$ cat config.mk
export PLATFORM = sky130hd
export DESIGN_NAME = p2s_serializer
export DESIGN_NICKNAME = d
export VERILOG_FILES = /design/src/rtl/p2s_serializer_pkg.sv /design/src/rtl/p2s_bit_counter.sv /design/src/rtl/p2s_serializer.sv
export SDC_FILE = /design/constraint.sdc
export NUM_CORES = 1
export LEC_CHECK = 0
export ABC_AREA = 1
export CAP_MARGIN = 20
export CORE_MARGIN = 10
export CORE_UTILIZATION = 24
export CTS_CLUSTER_DIAMETER = 80
export DETAILED_ROUTE_END_ITERATION = 7
export PLACE_DENSITY = 0.55
export SYNTH_ARGS = -nofsm -noshare
export SYNTH_HDL_FRONTEND = slang
export SYNTH_SLANG_ARGS = --single-unit
$ cat constraint.sdc
create_clock -name clk -period 1.3 [get_ports clk]
set_clock_uncertainty 0.1 [all_clocks]
set_input_delay 0.26 -clock clk [delete_from_list [all_inputs] [get_ports clk]]
set_output_delay 0.26 -clock clk [all_outputs]
set_load 0.05 [all_outputs]
$ cat src/rtl/p2s_serializer_pkg.sv
// Shared types and helpers for the parallel-to-serial serializer.
// Holds the state enum, counter-width helper and idle-level default.
package p2s_serializer_pkg;

    typedef enum logic {
        ST_IDLE  = 1'b0,
        ST_SHIFT = 1'b1
    } state_e;

    localparam logic IDLE_LEVEL_DEF = 1'b0;

    // Bit-counter width; never below one bit.
    function automatic int cnt_width(input int w);
        return (w <= 2) ? 1 : $clog2(w);
    endfunction

endpackage

$ cat src/rtl/p2s_bit_counter.sv
// Modulo-WIDTH bit counter for the serializer.
// Ports: clk, rst (sync, active-high), clr_i, load_i, en_i,
//        cnt_o (count), last_o (count==WIDTH-1), range_ok_o (count<WIDTH).
module p2s_bit_counter
    import p2s_serializer_pkg::*;
#(
    parameter int WIDTH = 8,
    parameter int CW    = cnt_width(WIDTH)
) (
    input  logic          clk,
    input  logic          rst,
    input  logic          clr_i,
    input  logic          load_i,
    input  logic          en_i,
    output logic [CW-1:0] cnt_o,
    output logic          last_o,
    output logic          range_ok_o
);

    localparam logic [CW-1:0] LAST = CW'(WIDTH - 1);

    logic [CW-1:0] cnt_q;
    logic [CW-1:0] cnt_d;

    always_comb begin
        cnt_d = cnt_q;
        if (clr_i || load_i) begin
            cnt_d = '0;
        end else if (en_i) begin
            // Wrap rather than run past the last bit index.
            if (int'(cnt_q) >= WIDTH - 1) begin
                cnt_d = '0;
            end else begin
                cnt_d = cnt_q + 1'b1;
            end
        end
    end

    always_ff @(posedge clk) begin
        if (rst) begin
            cnt_q <= '0;
        end else begin
            cnt_q <= cnt_d;
        end
    end

    assign cnt_o      = cnt_q;
    assign last_o     = (cnt_q == LAST);
    assign range_ok_o = (int'(cnt_q) < WIDTH);

endmodule

$ cat src/rtl/p2s_serializer.sv
// Parallel-to-serial converter feeding a serial sequence detector.
// Ports: clk, rst (sync, active-high), din[WIDTH], load -> ready,
//        x (serial bit), x_valid, done (last bit), ovr (dropped load).
module p2s_serializer
    import p2s_serializer_pkg::*;
#(
    parameter int   WIDTH      = 8,
    parameter bit   MSB_FIRST  = 1'b1,
    parameter logic IDLE_LEVEL = IDLE_LEVEL_DEF
) (
    input  logic             clk,
    input  logic             rst,
    input  logic [WIDTH-1:0] din,
    input  logic             load,
    output logic             ready,
    output logic             x,
    output logic             x_valid,
    output logic             done,
    output logic             ovr
);

    localparam int CW = cnt_width(WIDTH);

    state_e           state_q, state_d;
    logic [WIDTH-1:0] sreg_q, sreg_d;
    logic             x_q, x_d;
    logic             xv_q, xv_d;
    logic             done_q, done_d;
    logic             ovr_q, ovr_d;

    logic [CW-1:0]    cnt;
    logic             last;
    logic             range_ok;
    logic             cnt_clr;
    logic             cnt_en;
    logic             accept;

    p2s_bit_counter #(
        .WIDTH (WIDTH),
        .CW    (CW)
    ) u_cnt (
        .clk        (clk),
        .rst        (rst),
        .clr_i      (cnt_clr),
        .load_i     (accept),
        .en_i       (cnt_en),
        .cnt_o      (cnt),
        .last_o     (last),
        .range_ok_o (range_ok)
    );

    // Ready only from registered state: no path from load.
    assign ready  = (state_q == ST_IDLE) ||
                    (state_q == ST_SHIFT && last);
    assign accept = load && ready;

    always_comb begin
        state_d = state_q;
        sreg_d  = sreg_q;
        x_d     = x_q;
        xv_d    = xv_q;
        done_d  = 1'b0;
        ovr_d   = load && !ready;
        cnt_clr = 1'b0;
        cnt_en  = 1'b0;

        if (accept) begin
            // Remaining bits stay in sreg; first bit goes out now.
            state_d = ST_SHIFT;
            xv_d    = 1'b1;
            if (MSB_FIRST) begin
                x_d    = din[WIDTH-1];
                sreg_d = din << 1;
            end else begin
                x_d    = din[0];
                sreg_d = din >> 1;
            end
        end else if (state_q == ST_SHIFT && range_ok && !last) begin
            cnt_en = 1'b1;
            xv_d   = 1'b1;
            done_d = (int'(cnt) == WIDTH - 2);
            if (MSB_FIRST) begin
                x_d    = sreg_q[WIDTH-1];
                sreg_d = sreg_q << 1;
            end else begin
                x_d    = sreg_q[0];
                sreg_d = sreg_q >> 1;
            end
        end else begin
            // Word finished, idle, or count out of range.
            state_d = ST_IDLE;
            sreg_d  = '0;
            x_d     = IDLE_LEVEL;
            xv_d    = 1'b0;
            cnt_clr = 1'b1;
        end
    end

    always_ff @(posedge clk) begin
        if (rst) begin
            state_q <= ST_IDLE;
            sreg_q  <= '0;
            x_q     <= IDLE_LEVEL;
            xv_q    <= 1'b0;
            done_q  <= 1'b0;
            ovr_q   <= 1'b0;
        end else begin
            state_q <= state_d;
            sreg_q  <= sreg_d;
            x_q     <= x_d;
            xv_q    <= xv_d;
            done_q  <= done_d;
            ovr_q   <= ovr_d;
        end
    end

    assign x       = x_q;
    assign x_valid = xv_q;
    assign done    = done_q;
    assign ovr     = ovr_q;

endmodule

==> results of run 1 <==
[how the worst max path moves through the flow]
stage                                start              endpoint  slack [ps]  cells after the start
3_5_place_dp                           rst  state_q$_SDFFE_PP0P_         -60                      4
2_1_floorplan  u_cnt.cnt_o[0]$_SDFFE_PP0P_                 ready          10                      4
5_1_grt        u_cnt.cnt_o[0]$_SDFFE_PP0P_                 ready        -310                      5
3_3_place_gp                           rst    x_valid$_SDFF_PP0_         -60                      4
4_1_cts        u_cnt.cnt_o[0]$_SDFFE_PP0P_                 ready        -280                      5
6_report       u_cnt.cnt_o[0]$_SDFFE_PP0P_                 ready        -260                      5
[power groups by stage]
| stage | Combinational [mW] | Sequential [mW] | Clock (mW) |
|---|---|---|---|
| 5_1_grt | 0.216 | 0.506 | 0.292 |
| 3_5_place_dp | 0.202 | 0.512 | 0 |
| 6_report | 0.202 | 0.503 | 0.256 |
| 3_3_place_gp | 0.202 | 0.511 | 0 |
| 2_1_floorplan | 0.0839 | 0.527 | 0 |
| 4_1_cts | 0.203 | 0.503 | 0.268 |
[metrics by stage]
stage / power [mW] / setup WS [ps]
3_5_place_dp: 0.714 / -61.3
6_report: 0.961 / -265
4_1_cts: 0.975 / -282
3_3_place_gp: 0.713 / -56.8
2_1_floorplan: 0.611 / 10.4
5_1_grt: 1.01 / -312
[cell usage in the layout, fill, tap and decap left out, drive strengths merged]
cell type / instances
dfxtp: 15
nand2: 13
buf: 11
clkdlybuf4s50: 10
nand3: 9
nand4: 7
nor2: 7
inv: 5
clkbuf: 4
ha: 3
[state kept, by name, indices dropped and copies added (netlist names)]
name         flops
sreg_q           7
u_cnt.cnt_o      3
done             1
ovr              1
state_q          1
x                1
x_valid          1
[timing repair]
item	4_1_cts	5_1_grt
pin swaps	0	0
setup endpoints to repair	16	15
gates resized for setup	5	1
endpoints found under the hold margin	0	0
buffers inserted	0	0
[cell type report]
type	count	area, um2	area share
inverters	5	23.8	0.0257
multi-input cells	39	290	0.314
clock buffers	4	26.3	0.0285
well taps	28	35.0	0.0379
repair buffers	21	245	0.266
flip-flops and latches	15	303	0.328
[worst max-delay path, delay by kind of cell (launching register included)]
| kind | cells | cell delay, ps |
|---|---|---|
| adders and majority gates | 2 | 310 |
| buffers and inverters | 2 | 220 |
| DFF | 1 | 340 |
| and+or+nand+nor | 1 | 50 |
[cells by family after synthesis]
| family | synth area share |
|---|---|
| simple gates | 0.361 |
| flops | 0.518 |
| buf+inv | 0.0562 |
| fa+ha+maj | 0.0648 |
[per-layer routing]
layer,up-vias,part of all wire,GRT usage
met5,-,0,0
met4,0,0.018,0.0466
met3,2,0.055,0.0243
met2,10,0.49,0.0837
met1,214,0.43,0.0552
li1,250,-,-
==> metrics.sh, run 1 <==
NETLIST_TOP_CELLS_AREA='dfxtp_1 (52%), nand4_1 (7.6%), nand2_1 (7.1%)'
NETLIST-CELL-TYPE-COUNT=14
SLOWEST_CELL_ON_THE_CRITICAL_PATH='dfxtp_2'
AREAGROWTHSYNTHTOFINISH_PCT=59.4
NUM_VIAS=476
GLOBALROUTETOTALUTIL=0.0545
FIRSTDRTPASSITERS=4
FINALNETCOUNT=99
TIGHTEST_SLEW_PS=212
POWER_FRAC_SEQ=0.523
INITIAL_ANTENNA_VIOLATION_COUNT=0
YOSYSTOPAREACELLSHARE=0.518
TIMING.MAX_SLEW.REL_SLACK=0.859
VIAS_PER_CELL=4.25
DPL_CELL_AREA_UM2=867
LAYOUT.FILLER_CELLS=238
WORSTHOLDPATHCELLS=2
DP_HPWL_UM=1010
FAILED_CHECKS='negative setup slack'
CLOCK_POWER_SHARE=0.266
REPORT.FINAL.HOLD_VIOL_COUNT=0
CRITICAL_PATH.MAX_FANOUT=2
WORSTPATHCELLLIST='ha_4, ha_4, inv_4, nand2_8, buf_12'
MIN_PERIOD_OVER_PERIOD=1.20
RSZ0062_AT_GRT='yes'
POWER.SWITCHING_uW=257
SETUP.WORST_PATH.START_CLASS='flop'
P_INT_uW=704
AVGROUTEDWIREPERCELL_UM=11.2
YS_SEQ_AREA_FRAC=0.518
CRIT_PATH_END_KIND='output pin'
REG2REG_SETUP_SLACK_PS=0
COMB_POWER_SHARE=0.210
NUMCTSBUFFERS=3
NUM_IO_PINS=16
P_SW_FRAC=0.268
CRITICAL_PATH_CLASS='flop to output pin'
CLK_PATH_BUF_DEPTH=2
MOST_USED_STANDARD_CELLS_IN_THE_SYNTHESIZED_NETLIST='dfxtp_1 (15), nand2_1 (11), nand3_1 (8)'
DRC=0
DIE-HEIGHT_UM=69.1
REG2REG_DEPTH=6
WORST_EP_REQUIRED_TIME_PS=940
SETUP_VIOL_COUNT_FINAL=2
FLOORPLAN.DIE_AREA_MM2=0.00478
CLK_LATENCY_PS=270
FP.COREAREA_MM2=0.00225
CTS.CLK_SLEW.WORST_PATHS_PS=80
CAP_VIOL_MAX_COUNT=0
TOTAL_LEAKAGE_POWER_nW=0.389
FLOORPLAN.ROWS=17
DIE_WIDTH_UM=69.1
WIRELENGTH_UM=1250
WORST_HOLD_STARTPOINT='sreg_q[1]$_SDFF_PP0_'
CTS.HOLD.BUFFERS_ADDED=0
FINALCOREUTILIZATION=0.410
POWER_PER_CELL_AREA_mW_PER_MM2=1040
GLOBALROUTE.TOTALOVERFLOW=0
FINAL-MAX-SLEW-VIOLATION-COUNT=0
HOLD_PATH_CLASS='flop to flop'
ASYNC_RESET_FF_FRAC=0
RUN_STATUS='finished, violations left'
STDCELL_AREA_UM2=923
HOLD_END='sreg_q[2]$_SDFF_PP0_'
CLOCK_TREE_FROM_TRITONCTS='done'
GRT_START_MAX_NET_PINS=9
SYNTHESIZED_AREA_UM2=579
SYN_AREA_PER_CELL_UM2=9.66
FIRST_GLOBAL_VIAS=464
HTREE_NUM_LEVELS=1
SYNTHESIS.NETS=74
POSTROUTEANTENNANETS=0
LAYOUT_MIN_CYCLE_TIME_PS=1560
REG2REG_TO='u_cnt.cnt_o[2]$_SDFFE_PP0P_'
CP_DATA_ARRIVAL_TIME_PS=1200
POSTSYNTHREGISTERBITS=15
DPL.CELL_COUNT=108
DRIVE_GT1_FRAC=0.357
FINAL_CELL_COUNT_NO_FILL=112
CTS_NUM_SINKS=15
CRIT_PATH_FREQUENT_CELL='ha_4'
IR_DROP_WORST_VDD_mV=0.416
YS_WARN_COUNT=0
POST-SYNTH-TOP-COUNT-CELL='dfxtp_1'
MAX_STAGE_DELAY_PS=340
NUMBER_OF_SYNTHESIZED_FLOPS_WITH_AN_ENABLE_PIN=0
SETUP_WS_PS=-265
CLOCK_TREE.ROOT_CELL='clkbuf_4'
DRTITER0DRC=11
POST_SYNTH_INST_COUNT=60
NETLIST.TOP_CELL.BY_AREA='dfxtp_1'
FINAL.SETUP.TNS_PS=-266
GLOBAL_ROUTE_WIRE_LENGTH_BEFORE_REPAIR_UM=2100
DIODES=0
FINALHOLDWORSTSLACK_PS=362
WORSTREG2REGSTART='u_cnt.cnt_o[0]$_SDFFE_PP0P_'
GPL.FINAL_WEIGHTED_CONGESTION=0.692
PORTBUFFERS=15
FMAX_MHz=639
INITIAL_CELL_DENSITY_OF_THE_CORE=0.257
SYNTH-MAIN-FF-CELL='dfxtp_1'
No activity file was read; power rests on OpenSTA's default activity.
==> run 2, diff against run 1 <==
CTS_CLUSTER_DIAMETER = not set   (was 80)
HOLD_SLACK_MARGIN = 0.05   (was not set)
==> results of run 2 <==
The final DEF is identical to that of run 1; final timing and power are the same.
